--- config.mk ---
export PLATFORM = sky130hd
export DESIGN_NAME = sodor_imem_feeder
export DESIGN_NICKNAME = d
export VERILOG_FILES = /design/src/rtl/sodor_feeder_pkg.sv /design/src/rtl/sodor_feeder_resp_pipe.sv /design/src/rtl/sodor_imem_feeder.sv
export SDC_FILE = /design/constraint.sdc
export NUM_CORES = 1
export LEC_CHECK = 0
export BUFFER_PORTS_ARGS = -buffer_cell sky130_fd_sc_hd__buf_2
export CAP_MARGIN = 20
export CORE_AREA = 2 2 103 85
export CTS_BUF_LIST = sky130_fd_sc_hd__clkbuf_2 sky130_fd_sc_hd__clkbuf_4 sky130_fd_sc_hd__clkbuf_8
export DETAILED_ROUTE_END_ITERATION = 10
export DIE_AREA = 0 0 105 87
export PLACE_DENSITY = 0.87
export SETUP_SLACK_MARGIN = 0.2
export SLEW_MARGIN = 20
export SYNTH_ARGS = -nofsm -noshare
export SYNTH_HDL_FRONTEND = slang
export SYNTH_SLANG_ARGS = --single-unit
--- constraint.sdc ---
create_clock -name clk -period 2.54 [get_ports clk]
set_input_delay 0.508 -clock clk [delete_from_list [all_inputs] [get_ports clk]]
set_output_delay 0.508 -clock clk [all_outputs]
set_load 0.05 [all_outputs]
--- src/rtl/sodor_feeder_pkg.sv ---
// Shared constants and state type for the Sodor instruction-memory feeder.
package sodor_feeder_pkg;

    localparam logic [31:0] NOP_INST      = 32'h00000013;
    localparam logic [6:0]  OPCODE_OP_IMM = 7'b0010011;

    typedef enum logic [2:0] {
        ST_IDLE,
        ST_SLED,
        ST_TARGET,
        ST_DRAIN,
        ST_FLUSH,
        ST_DONE
    } feeder_state_t;

endpackage

--- src/rtl/sodor_feeder_resp_pipe.sv ---
// Fixed-latency response pipe: RESP_LAT-deep shift register of
// {valid, addr, data, is_target}. The head entry drives the response port.
// o_empty means nothing is queued behind the head, so the pipe holds no
// valid entry after this cycle unless a new one is pushed.
module sodor_feeder_resp_pipe
    import sodor_feeder_pkg::*;
#(
    parameter int RESP_LAT = 1
) (
    input  logic        clk,
    input  logic        reset,
    input  logic        i_push_valid,
    input  logic [31:0] i_push_addr,
    input  logic [31:0] i_push_data,
    input  logic        i_push_target,
    output logic        o_valid,
    output logic [31:0] o_addr,
    output logic [31:0] o_data,
    output logic        o_target,
    output logic        o_empty
);

    logic [RESP_LAT-1:0] r_valid;
    logic [RESP_LAT-1:0] r_target;
    logic [31:0]         r_addr [RESP_LAT];
    logic [31:0]         r_data [RESP_LAT];

    // Shift every entry one stage toward the head each cycle; reset drops all in-flight entries.
    always_ff @(posedge clk) begin
        if (reset) begin
            for (int i = 0; i < RESP_LAT; i++) begin
                r_valid[i]  <= 1'b0;
                r_target[i] <= 1'b0;
                r_addr[i]   <= 32'h0;
                r_data[i]   <= NOP_INST;
            end
        end else begin
            r_valid[0]  <= i_push_valid;
            r_target[0] <= i_push_valid & i_push_target;
            r_addr[0]   <= i_push_addr;
            r_data[0]   <= i_push_data;
            for (int i = 1; i < RESP_LAT; i++) begin
                r_valid[i]  <= r_valid[i-1];
                r_target[i] <= r_target[i-1];
                r_addr[i]   <= r_addr[i-1];
                r_data[i]   <= r_data[i-1];
            end
        end
    end

    assign o_valid  = r_valid[RESP_LAT-1];
    assign o_target = r_valid[RESP_LAT-1] & r_target[RESP_LAT-1];
    assign o_addr   = r_addr[RESP_LAT-1];
    assign o_data   = r_data[RESP_LAT-1];

    generate
        if (RESP_LAT == 1) begin : g_single
            assign o_empty = 1'b1;
        end else begin : g_multi
            assign o_empty = ~|r_valid[RESP_LAT-2:0];
        end
    endgenerate

endmodule

--- src/rtl/sodor_imem_feeder.sv ---
// Instruction-memory feeder for the Sodor 5-stage model: answers fetches with
// a NOP sled, one instruction under test, then a NOP drain.
// Optional feature: define SODOR_FEEDER_ITYPE_FILTER_EN to reject loads that
// are not OP-IMM or are the canonical NOP; rejected loads go straight to DONE.
module sodor_imem_feeder
    import sodor_feeder_pkg::*;
#(
    parameter int NOP_SLED = 4,
    parameter int DRAIN    = 5,
    parameter int RESP_LAT = 1
) (
    input  logic        clk,
    input  logic        reset,
    input  logic        load_valid,
    input  logic [31:0] load_inst,
    output logic        load_ready,
    input  logic        imem_req_valid,
    input  logic [31:0] imem_req_addr,
    output logic        imem_resp_valid,
    output logic [31:0] imem_resp_bits_data,
    output logic [31:0] imem_resp_addr,
    output logic        target_issued,
    output logic        busy,
    output logic        done,
    output logic        filtered
);

    feeder_state_t r_state;
    logic [7:0]    r_sledCnt;
    logic [7:0]    r_drainCnt;
    logic [31:0]   r_inst;
    logic          r_done;
    logic          r_filtered;

    logic          w_reject;
    logic          w_pushTarget;
    logic [31:0]   w_pushData;
    logic          w_pipeEmpty;

`ifdef SODOR_FEEDER_ITYPE_FILTER_EN
    assign w_reject = (load_inst[6:0] != OPCODE_OP_IMM) || (load_inst == NOP_INST);
`else
    assign w_reject = 1'b0;
`endif

    assign load_ready   = (r_state == ST_IDLE) || (r_state == ST_DONE);
    assign busy         = !load_ready;
    assign done         = r_done;
    assign filtered     = r_filtered;
    assign w_pushTarget = (r_state == ST_TARGET);
    assign w_pushData   = w_pushTarget ? r_inst : NOP_INST;

    // Sequence controller: accepted loads start a run, accepted requests advance the sled/target/drain counts.
    always_ff @(posedge clk) begin
        if (reset) begin
            r_state    <= ST_IDLE;
            r_sledCnt  <= 8'd0;
            r_drainCnt <= 8'd0;
            r_inst     <= NOP_INST;
            r_done     <= 1'b0;
            r_filtered <= 1'b0;
        end else begin
            case (r_state)
                ST_IDLE, ST_DONE: begin
                    if (r_state == ST_DONE) begin
                        r_done <= 1'b1;
                    end
                    if (load_valid) begin
                        r_inst     <= load_inst;
                        r_sledCnt  <= 8'(NOP_SLED);
                        r_done     <= 1'b0;
                        r_filtered <= 1'b0;
                        if (w_reject) begin
                            r_filtered <= 1'b1;
                            r_state    <= ST_DONE;
                        end else if (NOP_SLED == 0) begin
                            r_state <= ST_TARGET;
                        end else begin
                            r_state <= ST_SLED;
                        end
                    end
                end
                ST_SLED: begin
                    if (imem_req_valid) begin
                        if (r_sledCnt != 8'd0) begin
                            r_sledCnt <= r_sledCnt - 8'd1;
                        end
                        if (r_sledCnt <= 8'd1) begin
                            r_state <= ST_TARGET;
                        end
                    end
                end
                ST_TARGET: begin
                    if (imem_req_valid) begin
                        r_drainCnt <= 8'(DRAIN);
                        r_state    <= (DRAIN == 0) ? ST_FLUSH : ST_DRAIN;
                    end
                end
                ST_DRAIN: begin
                    if (imem_req_valid) begin
                        if (r_drainCnt != 8'd0) begin
                            r_drainCnt <= r_drainCnt - 8'd1;
                        end
                        if (r_drainCnt <= 8'd1) begin
                            r_state <= ST_FLUSH;
                        end
                    end
                end
                ST_FLUSH: begin
                    if (w_pipeEmpty && !imem_req_valid) begin
                        r_state <= ST_DONE;
                    end
                end
                default: r_state <= ST_IDLE;
            endcase
        end
    end

    sodor_feeder_resp_pipe #(
        .RESP_LAT (RESP_LAT)
    ) u_respPipe (
        .clk           (clk),
        .reset         (reset),
        .i_push_valid  (imem_req_valid),
        .i_push_addr   (imem_req_addr),
        .i_push_data   (w_pushData),
        .i_push_target (w_pushTarget),
        .o_valid       (imem_resp_valid),
        .o_addr        (imem_resp_addr),
        .o_data        (imem_resp_bits_data),
        .o_target      (target_issued),
        .o_empty       (w_pipeEmpty)
    );

endmodule

==> results <==
- The area growth from synthesis to final layout is 28.3%.
- The total of warnings raised by yosys is 0.
- VDD sags by at most 307 µV.
- The floorplan step defined a die boundary enclosing roughly 9100 µm².
- The run finished with clean final reports.
- The number of global-route vias before repair came to roughly 3,000.
- For this run, design rule violations remaining after detail routing come to 0.
- The hold violation count in the final report is 0.
- Traced cell by cell, the critical path runs through xor2_1, nor2_1, inv_1, buf_2.
- The count of buffers added on input and output ports is between 100 and 150.
- In the global route stage, met3 resource usage came out at 0.0711.
- The sequential fraction of the synthesis area is 0.587.
- The critical setup path kind is reg2out.
- The final-report max-slew violation count is 0.
- After floorplanning, the core was divided into 30 placement rows.
- The slowest stage cell on the critical path is sky130_fd_sc_hd__dfxtp_2.
- The first global-routing pass estimated ~14,000 µm of wire.
- The post-synthesis async set-or-reset flop share is 0.
- Setup violations remaining at the end of the flow were counted as 0.
- The final instance area is 5160 µm².
- Summed over all cells, the static leakage comes to 2.35 nW.
- The data arrival time of the critical path is roughly 1.7 ns.
- Synthesis handed over a netlist of 420 instances.
- The average cell area after synthesis is 9.59 µm².
- Of all nets on the critical path, the largest fanout is 20.
- The die span in x is 105 µm.
- The setup slack of the critical path after layout is 0.323 ns.
- The total negative setup slack is 0 ns.
- The number of synthesized register bits is 118.
- The worst hold path begins at imem_req_addr[4].
- The clock passes through at most 2 buffers.
- At the end of routability-driven placement, the weighted congestion stood at roughly 0.76.
- The length of the first detailed-routing pass in iterations is 4.
- After synthesis the cells add up to 4030 µm².
- The final setup skew is 0.00896 ns.
- Based on the critical path, the design can be clocked at up to 0.451 GHz.
- The launching element of the worst setup path is r_state[0].
- The end-of-flow core utilization is 0.631.
- The first routing iteration left 188 violations.
- For the worst-skew pair, the clock arrives at the later sink with an insertion delay of 0.42 ns.
- The library cell with the largest summed area after synthesis is sky130_fd_sc_hd__dfxtp_1.
- The starting density of the core is 0.492.
- The class of the tightest hold or removal check is in2reg.
- STA classifies the critical path startpoint as a flop.
- The count of distinct cell types in the synthesized netlist is between 40 and 50.
- Clock-pin slew was measured on the worst setup and hold paths at 0.08 ns.
- The transition time of the tightest slew-check pin is 0.726 ns.
- The pin count of the biggest net entering global routing is 70.
- By area the synthesized netlist is led by sky130_fd_sc_hd__dfxtp_1 (59%), sky130_fd_sc_hd__nand2_1 (6.2%), sky130_fd_sc_hd__nor2b_1 (5.4%).
- The met1 usage is 0.229.
- At the worst endpoint, the required time is 2.03 ns.
- STA classifies the critical path endpoint as a primary output.
- The placed cell area is 4800 µm².
- The number of H-tree levels is 4.
- Max-cap violations in this run came to 0.
- The count of boundary I/O pins is 138.
- The floorplan step set the die height to 87 µm.
- Counting instances in the post-synthesis netlist gives the leading cell types as sky130_fd_sc_hd__dfxtp_1 (118), sky130_fd_sc_hd__nand2_1 (66), sky130_fd_sc_hd__a21oi_1 (39).
- The routed layout has about 3,300 vias.
- Counting flops with a built-in enable in the synthesized netlist gives 0.
- At the placement stage, the worst setup path has a slack of around 0.53 ns.
- The number of antenna cells inserted is 0.
- CTS saw about 120 sinks.
- TritonCTS built the clock tree.
- The predominant post-synthesis flop cell is sky130_fd_sc_hd__dfxtp_1.
- Setup repair after global routing left no endpoint under its margin.
- The number of nets in the layout is 629.
- When the netlist entered floorplanning its net count stood at between 400 and 500.
- The largest single stage delay on the critical path is between 0.5 and 0.6 ns.
- For this run, global-route usage on met2 was measured as 0.327.
- Of the post-synthesis cell area, the dominant cell type holds 0.587.
- The worst register-to-register path begins at r_drainCnt[0].
- Dividing the detail-routed wire length by the instance count gives 13.0 µm.
- The number of nets still failing antenna checks after routing is 0.
- The cell type group with the largest total delay on the critical path is flip-flops.
- The relative slew slack is 0.516.
- Together, buffers and inverters on the worst path number 2.
- The shortest clock period the worst path allows after layout is 2.22 ns.
- The most common cell in the synthesized netlist is sky130_fd_sc_hd__dfxtp_1.
- Summed over all layers, the global routing overflow is 0.
- The cell sitting at the root of the clock tree is a sky130_fd_sc_hd__clkbuf_8.
- The layer with the highest usage after global routing is met2.
- After floorplanning, the core was sized to cover 8180 µm².
- The all-layer global routing usage is 0.192.
- The HPWL after detailed placement is 6010 µm.
- The fraction of layout instances using a drive strength above 1 is 0.326.
- Dividing the final minimum period by the clock period gives 0.873.
- The count of hold buffers inserted by post-cts repair is 0.
- The routed wire length is between 8000 and 9000 µm.
- The number of buffers created by CTS is 17.
- The number of vias per cell is between 4 and 5.
- The power per unit of standard cell area is 819 nW/µm².
- The initial antenna violation count is 0.
repair_timing:
action                     CTS  global route
pin swaps                    0             0
setup endpoints to repair    2             1
buffers inserted             0             0
cloned                       0             0
gates resized for setup      1             1
cell families (layout without fill, tap and decap cells):
family | count (synthesis) | after routing | synth area share
xor gates and xnor gates | 7 | 7 | 0.0152
muxes | 2 | 2 | 0.00559
adders and majority gates | 4 | 4 | 0.0124
and+or+nand+nor | 186 | 186 | 0.241
AOI/OAI and AO/OA | 70 | 70 | 0.106
DFF | 118 | 118 | 0.587
other | 1 | 1 | 0.000931
buffers and inverters | 32 | 182 | 0.0317
final timing paths:
check | endpoint | slack (ns) | cells past startpoint
setup reg to reg | r_drainCnt[6] | 0.52 | 6
hold / removal | u_respPipe.r_addr[0][4] | 0.29 | 2
hold reg to reg | u_respPipe.r_data[0][1] | 0.44 | 1
setup / recovery | busy | 0.32 | 4
layer usage:
metal / up-vias / part of all wire
li1: 1664 / -
met1: 1527 / 0.43
met2: 111 / 0.50
met3: 10 / 0.069
met4: 0 / 0.0070
met5: - / 0
sequential cells by signal, indices dropped and copies added, names as in the netlist:
| signal | cells |
|---|---|
| u_respPipe.r_addr | 32 |
| r_inst | 32 |
| u_respPipe.r_target | 1 |
| r_sledCnt | 8 |
| u_respPipe.r_data | 32 |
| u_respPipe.o_valid | 1 |
| r_state | 3 |
| r_drainCnt | 8 |
| done | 1 |
metrics by stage:
step           hold WS [ns]  power, mW  std cells
6_report              0.294       4.23        682
5_1_grt               0.271       4.43        682
4_1_cts               0.278       4.25        682
3_5_place_dp          0.424       2.75        650
3_3_place_gp          0.417       2.72        650
2_1_floorplan         0.411       2.57        420
cell type report:
cell class	instances	area, µm²
Clock inverter	14	118
Tap cell	112	140
Multi-Input combinational cell	270	1550
Clock buffer	18	241
Inverter	8	30.0
Sequential cell	118	2360
Timing Repair Buffer	142	726
Fill cell	663	3020
cell usage in the layout, fill, tap and decap left out, types with 3 or more instances in the layout:
cell / count
sky130_fd_sc_hd__xnor2_1: 3
sky130_fd_sc_hd__clkbuf_8: 17
sky130_fd_sc_hd__ha_1: 4
sky130_fd_sc_hd__nand2b_1: 6
sky130_fd_sc_hd__buf_2: 136
sky130_fd_sc_hd__nand3_1: 7
sky130_fd_sc_hd__nor2_1: 15
sky130_fd_sc_hd__nor2b_1: 35
sky130_fd_sc_hd__o21ai_0: 7
sky130_fd_sc_hd__a21oi_1: 39
sky130_fd_sc_hd__inv_6: 6
sky130_fd_sc_hd__and2_1: 32
sky130_fd_sc_hd__nand2_1: 66
sky130_fd_sc_hd__clkinvlp_4: 6
sky130_fd_sc_hd__buf_4: 6
sky130_fd_sc_hd__or4_1: 4
sky130_fd_sc_hd__dfxtp_1: 116
sky130_fd_sc_hd__or3_1: 4
sky130_fd_sc_hd__or2_2: 3
sky130_fd_sc_hd__xor2_1: 4
sky130_fd_sc_hd__inv_1: 8
sky130_fd_sc_hd__a211oi_1: 6
where the power goes:
group,total [mW],internal [mW],switching [mW]
clock,1.51,0.709,0.802
sequential,2.03,1.96,0.0761
combinational,0.685,0.259,0.427
total,4.23,2.93,1.30
No activity file was read; power rests on OpenSTA's default activity.
